[src/rtl/fifo_level.sv]
// fifo_level: single-clock FIFO with a true fill level, almost-full/almost-empty
// thresholds, sticky overflow/underflow flags, a synchronous flush and a
// selectable read mode (show-ahead or registered output with a valid strobe).
//
// Handshake semantics: write/read are requests sampled at the rising edge.
// A read is accepted when the FIFO is not empty. A write is accepted when the
// FIFO is not full, or when a read is accepted in the same cycle. A rejected
// request has no effect on storage or pointers; it only sets its sticky error
// flag. clear overrides both requests in the cycle it is high.
module fifo_level #(
    parameter int DATA_WIDTH   = 8,
    parameter int DEPTH_WIDTH  = 5,
    parameter int AFULL_LEVEL  = (1 << DEPTH_WIDTH) - 2,
    parameter int AEMPTY_LEVEL = 2,
    parameter int SHOW_AHEAD   = 1
) (
    input  logic                  clk,
    input  logic                  nrst,
    input  logic                  clear,
    input  logic [DATA_WIDTH-1:0] wdata,
    input  logic                  write,
    input  logic                  read,
    output logic [DATA_WIDTH-1:0] rdata,
    output logic                  rvalid,
    output logic [DEPTH_WIDTH:0]  level,
    output logic                  full,
    output logic                  empty,
    output logic                  almost_full,
    output logic                  almost_empty,
    output logic                  overflow,
    output logic                  underflow
);

    localparam int DEPTH = 1 << DEPTH_WIDTH;
    localparam int LW    = DEPTH_WIDTH + 1;

    // Level thresholds in the same width as the level counter.
    localparam logic [DEPTH_WIDTH:0] DEPTH_L  = LW'(DEPTH);
    localparam logic [DEPTH_WIDTH:0] AFULL_L  = LW'(AFULL_LEVEL);
    localparam logic [DEPTH_WIDTH:0] AEMPTY_L = LW'(AEMPTY_LEVEL);

    logic [DATA_WIDTH-1:0]  mem [DEPTH];

    logic [DEPTH_WIDTH-1:0] wptr_q, wptr_d;
    logic [DEPTH_WIDTH-1:0] rptr_q, rptr_d;
    logic [DEPTH_WIDTH:0]   level_q, level_d;
    logic                   full_q, full_d;
    logic                   empty_q, empty_d;
    logic                   afull_q, afull_d;
    logic                   aempty_q, aempty_d;
    logic                   ovf_q, ovf_d;
    logic                   unf_q, unf_d;

    logic                   rd_ok;
    logic                   wr_ok;
    logic                   mem_we;

    // Accept decisions are taken on registered state only.
    assign rd_ok  = read & ~empty_q;
    assign wr_ok  = write & (~full_q | rd_ok);
    assign mem_we = wr_ok & ~clear;

    // Next-state for pointers, level, status flags and sticky errors.
    always_comb begin
        wptr_d   = wptr_q;
        rptr_d   = rptr_q;
        level_d  = level_q;
        ovf_d    = ovf_q;
        unf_d    = unf_q;

        if (clear) begin
            wptr_d  = '0;
            rptr_d  = '0;
            level_d = '0;
            ovf_d   = 1'b0;
            unf_d   = 1'b0;
        end else begin
            if (wr_ok) wptr_d = wptr_q + DEPTH_WIDTH'(1);
            if (rd_ok) rptr_d = rptr_q + DEPTH_WIDTH'(1);
            level_d = level_q + LW'(wr_ok) - LW'(rd_ok);
            if (write & ~wr_ok) ovf_d = 1'b1;
            if (read & ~rd_ok)  unf_d = 1'b1;
        end

        // Flags come from the next level so they are exact right after the edge.
        full_d   = (level_d == DEPTH_L);
        empty_d  = (level_d == '0);
        afull_d  = (level_d >= AFULL_L);
        aempty_d = (level_d <= AEMPTY_L);
    end

    // Control and status registers with asynchronous reset.
    always_ff @(posedge clk or negedge nrst) begin
        if (!nrst) begin
            wptr_q   <= '0;
            rptr_q   <= '0;
            level_q  <= '0;
            full_q   <= 1'b0;
            empty_q  <= 1'b1;
            afull_q  <= 1'b0;
            aempty_q <= 1'b1;
            ovf_q    <= 1'b0;
            unf_q    <= 1'b0;
        end else begin
            wptr_q   <= wptr_d;
            rptr_q   <= rptr_d;
            level_q  <= level_d;
            full_q   <= full_d;
            empty_q  <= empty_d;
            afull_q  <= afull_d;
            aempty_q <= aempty_d;
            ovf_q    <= ovf_d;
            unf_q    <= unf_d;
        end
    end

    // Storage array; deliberately not reset.
    always_ff @(posedge clk) begin
        if (mem_we) mem[wptr_q] <= wdata;
    end

    generate
        if (SHOW_AHEAD != 0) begin : g_show_ahead
            // Head word presented combinationally; forced to zero while empty
            // so the port never shows stale storage after reset or flush.
            assign rdata  = empty_q ? '0 : mem[rptr_q];
            assign rvalid = ~empty_q;
        end else begin : g_registered
            logic [DATA_WIDTH-1:0] rdata_q, rdata_d;
            logic                  rvalid_q, rvalid_d;

            // Registered read port: load on an accepted read, hold otherwise.
            always_comb begin
                rdata_d  = rdata_q;
                rvalid_d = 1'b0;
                if (!clear && rd_ok) begin
                    rdata_d  = mem[rptr_q];
                    rvalid_d = 1'b1;
                end
            end

            // Read data and valid strobe registers.
            always_ff @(posedge clk or negedge nrst) begin
                if (!nrst) begin
                    rdata_q  <= '0;
                    rvalid_q <= 1'b0;
                end else begin
                    rdata_q  <= rdata_d;
                    rvalid_q <= rvalid_d;
                end
            end

            assign rdata  = rdata_q;
            assign rvalid = rvalid_q;
        end
    endgenerate

    assign level        = level_q;
    assign full         = full_q;
    assign empty        = empty_q;
    assign almost_full  = afull_q;
    assign almost_empty = aempty_q;
    assign overflow     = ovf_q;
    assign underflow    = unf_q;

endmodule

[config.mk]
export PLATFORM = sky130hd
export DESIGN_NAME = fifo_level
export DESIGN_NICKNAME = d
export VERILOG_FILES = /design/src/rtl/fifo_level.sv
export SDC_FILE = /design/constraint.sdc
export NUM_CORES = 1
export LEC_CHECK = 0
export ABC_CLOCK_PERIOD_IN_PS = 2800
export CORE_UTILIZATION = 33
export CTS_CLUSTER_SIZE = 20
export DETAILED_ROUTE_END_ITERATION = 12
export PLACE_DENSITY_LB_ADDON = 0.3
export SYNTH_ARGS = -nofsm -noshare
export SYNTH_HDL_FRONTEND = slang
export SYNTH_SLANG_ARGS = --single-unit
[constraint.sdc]
create_clock -name clk -period 2.8 [get_ports clk]
set_input_delay 0.28 -clock clk [delete_from_list [all_inputs] [get_ports clk]]
set_output_delay 0.28 -clock clk [all_outputs]
set_load 0.01 [all_outputs]
==> qor.csv <==
stage,metric,value,unit
critical_path,path_delay_family,multiplexers,
power_and_ir_drop,power.share.clock,36.5,%
layout,layout-drive-gt1-share,32.6,%
power_and_ir_drop,switching_power,2820,uW
clock_tree,root_buffer,clkbuf_16,
critical_path,crit_path_start_kind,register,
placed_design,port_buffers,33,
placed_design,placed_cells,1121,
floorplan,initial_core_util,33.4,%
floorplan,die_x,186,um
sta,rsz0062_at_grt,yes,
clock_tree,clk_latency,550,ps
clock_tree,cts.sinks,278,
power_and_ir_drop,p_seq_share,41.5,%
clock_tree,clock_path_buffers,3,
yosys,synthSimpleGateAreaFrac,3.69,%
yosys,synth_edf_count,256,
sta,fmax,354,MHz
sta,fin_crit,2820,ps
sta,hold_violations,0,
critical_path,reg2reg_from,empty,
critical_path,crit_path_max_fanout,7,
floorplan,die_y,186,um
route,via_count,5857,
yosys,yosysWarnings,0,
floorplan,die_area,34600,um^2
yosys,synth_top_area_share,68.7,%
power_and_ir_drop,ir_drop,0.000595,V
yosys,synth_mux_area_share,13.3,%
yosys,synthTopCellsByArea,"edfxtp_1 (69%), mux4_2 (6.6%), dfrtp_1 (4.5%), mux4_1 (4.2%), mux2i_1 (2.4%)",
yosys,ys_ff_latch,278,
yosys,ys_async_sr_fraction,7.91,%
yosys,netlist_instances,582,
run,drv_cap,0,
yosys,synthAdderAreaFrac,1.41,%
clock_tree,cts_buffers,29,
sta,max_slew_margin,50.2,%
critical_path,cp.required,2520,ps
floorplan,num_rows,67,
route,ant_nets,0,
yosys,ys_types,46,
worst_hold_path,hold_path.class,primary input to asynchronous set/reset pin,
power_and_ir_drop,intPower,8590,uW
clock_tree,clk_pin_slew,60,ps
global_routing,grt_antenna_before_repair,0,
critical_path,critical_path_class,register to output pin,
yosys,syn-num-nets,607,
route,wirelength,24300,um
critical_path,regToRegEndpoint,almost_full,
critical_path,ff2ff_setup_slack,140,ps
yosys,synth_xor_xnor_area_share,1.02,%
placed_design,dp_hpwl,15600,um
global_routing,grt_pass1_vias,6277,
yosys,synth_most_common_cell,edfxtp_1,
sta,worst_pin_slew,744,ps
sta,skew,18.0,ps
yosys,synth_top_family_by_area,multiplexers,
critical_path,critPathMaxStageDelay,540,ps
yosys,ys_seq_area_share,73.7,%
global_routing,grt_pass1_wl,37200,um
route,drc,0,
power_and_ir_drop,power.leakage,0.00468,uW
critical_path,worstPathCellList,buf_12 -> buf_4 -> mux4_2 -> a22oi_1 -> a211oi_2 -> buf_2,
critical_path,reg2regPathDepth,12,
critical_path,arrival,2540,ps
power_and_ir_drop,combPwrFrac,22.0,%
critical_path,cp_num_buf_inv,3,
clock_tree,cts_tree,yes,
power_and_ir_drop,power_density,816,nW/um^2
yosys,synth_top_flop_cell,edfxtp_1,
layout,fin_cells,1186,
route,avgRoutedWirePerCell,20.5,um
yosys,syn_area,11200,um^2
global_routing,gr-total-overflow,0,
layout,area_growth,25.0,%
floorplan,ioPinCount,34,
critical_path,slowest_stage,mux4_2,
status,status,"finished, violations left",
placed_design,post_dp_cell_area,12700,um^2
status,violations,negative setup slack,
layout,fin_area,14000,um^2
yosys,synth_compound_area_share,4.57,%
power_and_ir_drop,switching_share,24.7,%
global_routing,grt_max_degree,33,
placed_design,place_congestion,0.807,
clock_tree,h-tree-depth,1,
critical_path,worstSetupEndpointType,output pin,
yosys,synth_area_per_cell,19.2,um^2
global_routing,grt_usage,14.6,%
yosys,synth_commonest_cells,"edfxtp_1 (256), nor2_1 (51), mux4_2 (33), mux2i_1 (27), dfrtp_1 (20)",
sta,period_share,101,%
route,drtIter0Drc,546,
route,via_per_inst,4.94,
sta,maxSlewViolCount,0,
route,dr.pass1.iters,5,
yosys,yosysTopAreaCell,edfxtp_1,
sta,setup_violations,3,
sta,setup_ws,-24.3,ps
layout,finalNetCount,739,
floorplan,core,33400,um^2
stage by stage:
| step | hold WS [ps] | util, % | setup WS [ps] | setup TNS [ps] | total power (uW) |
|---|---|---|---|---|---|
| after floorplan | -15.6 | - | 14.5 | 0 | 6180 |
| after global placement | 488 | 37.8 | -138 | -281 | 7060 |
| after detailed placement | 503 | 37.8 | -137 | -382 | 7100 |
| after CTS | 180 | 41.5 | -53.7 | -225 | 11400 |
| after global routing | 213 | 41.8 | -95.7 | -510 | 11900 |
| final | 177 | 41.8 | -24.3 | -46.1 | 11400 |
what timing repair did:
item,CTS,global route
gates resized for setup,75,15
hold buffers,0,0
cloned,0,0
pin swaps,21,8
endpoints found under the setup margin,8,10
setup buffers,7,3
layer usage:
layer	vias up	track usage (%)	wire length (um)	share of wire, %
met5	-	0	0	0
met4	0	4.79	520	2.1
met3	35	2.17	1050	4.3
met2	135	24.4	12100	50
met1	3055	19.5	10600	44
li1	2632	-	-	-
logic make-up (layout without fill, tap and decap cells):
kind of cell,Yosys count,after routing
AO/OA/AOI/OAI,68,68
XOR/XNOR,13,13
flip-flops,278,278
adder cells (fa/ha/maj),12,12
AND/OR/NAND/NOR,92,92
multiplexers,78,78
buffers and inverters,41,196
other,0,1
registers in the layout (all words and copies together) (netlist names):
signal        cells
underflow         1
almost_full       1
level             6
empty             1
wptr_q            5
rptr_q            5
overflow          1
almost_empty      1
full              1
mem             256
placed cells by master (no fill, tap or decap), drive strengths merged, types with 6 or more instances in the layout:
cell type,netlist,final
nand2,16,16
buf,17,105
clkbuf,12,33
ha,11,11
bufinv,0,8
mux2i,27,27
inv,12,14
edfxtp,256,256
clkinv,0,10
a22o,9,9
o221ai,7,7
o22ai,8,8
dfrtp,20,20
a21oi,7,7
mux4,51,51
xor2,9,9
nor2,51,51
a22oi,6,6
clkdlybuf4s50,0,25
a211oi,18,18
power by group through the flow:
stage                     combinational (uW)  sequential (uW)  clock [uW]
after detailed placement                2280             4810           0
after CTS                               2420             4730        4260
final                                   2500             4730        4170
after floorplan                         1370             4820           0
after global routing                    2700             4750        4410
after global placement                  2240             4810           0
how the worst max path moves through the flow:
| stage | start | endpoint | slack [ps] | cells past startpoint |
|---|---|---|---|---|
| 5_1_grt | rptr_q[0] | rdata[6] | -100 | 8 |
| 6_report | rptr_q[0] | rdata[5] | -20 | 6 |
| 4_1_cts | rptr_q[0] | rdata[6] | -50 | 8 |
| 2_1_floorplan | empty | almost_full | 10 | 13 |
| 3_5_place_dp | read | almost_full | -140 | 13 |
| 3_3_place_gp | read | almost_full | -140 | 13 |
worst register-to-register path, delay by kind of cell (launching register included):
kind	cells	cell delay (ps)
simple gates	2	190
compound gates	3	590
xor+xnor	1	200
flops	1	530
buf+inv	3	210
fa+ha+maj	3	820
cell type report:
cell class              count  area [um^2]
inverters                  12         45.0
clock inverters            21          310
diodes                      1         2.50
well taps                 448          561
repair buffers            130         1180
fillers                  2928        19500
flip-flops and latches    278         8250
clock buffers              33          741
multi-input cells         263         2900
Note: power is estimated with default switching activity, not from simulation.
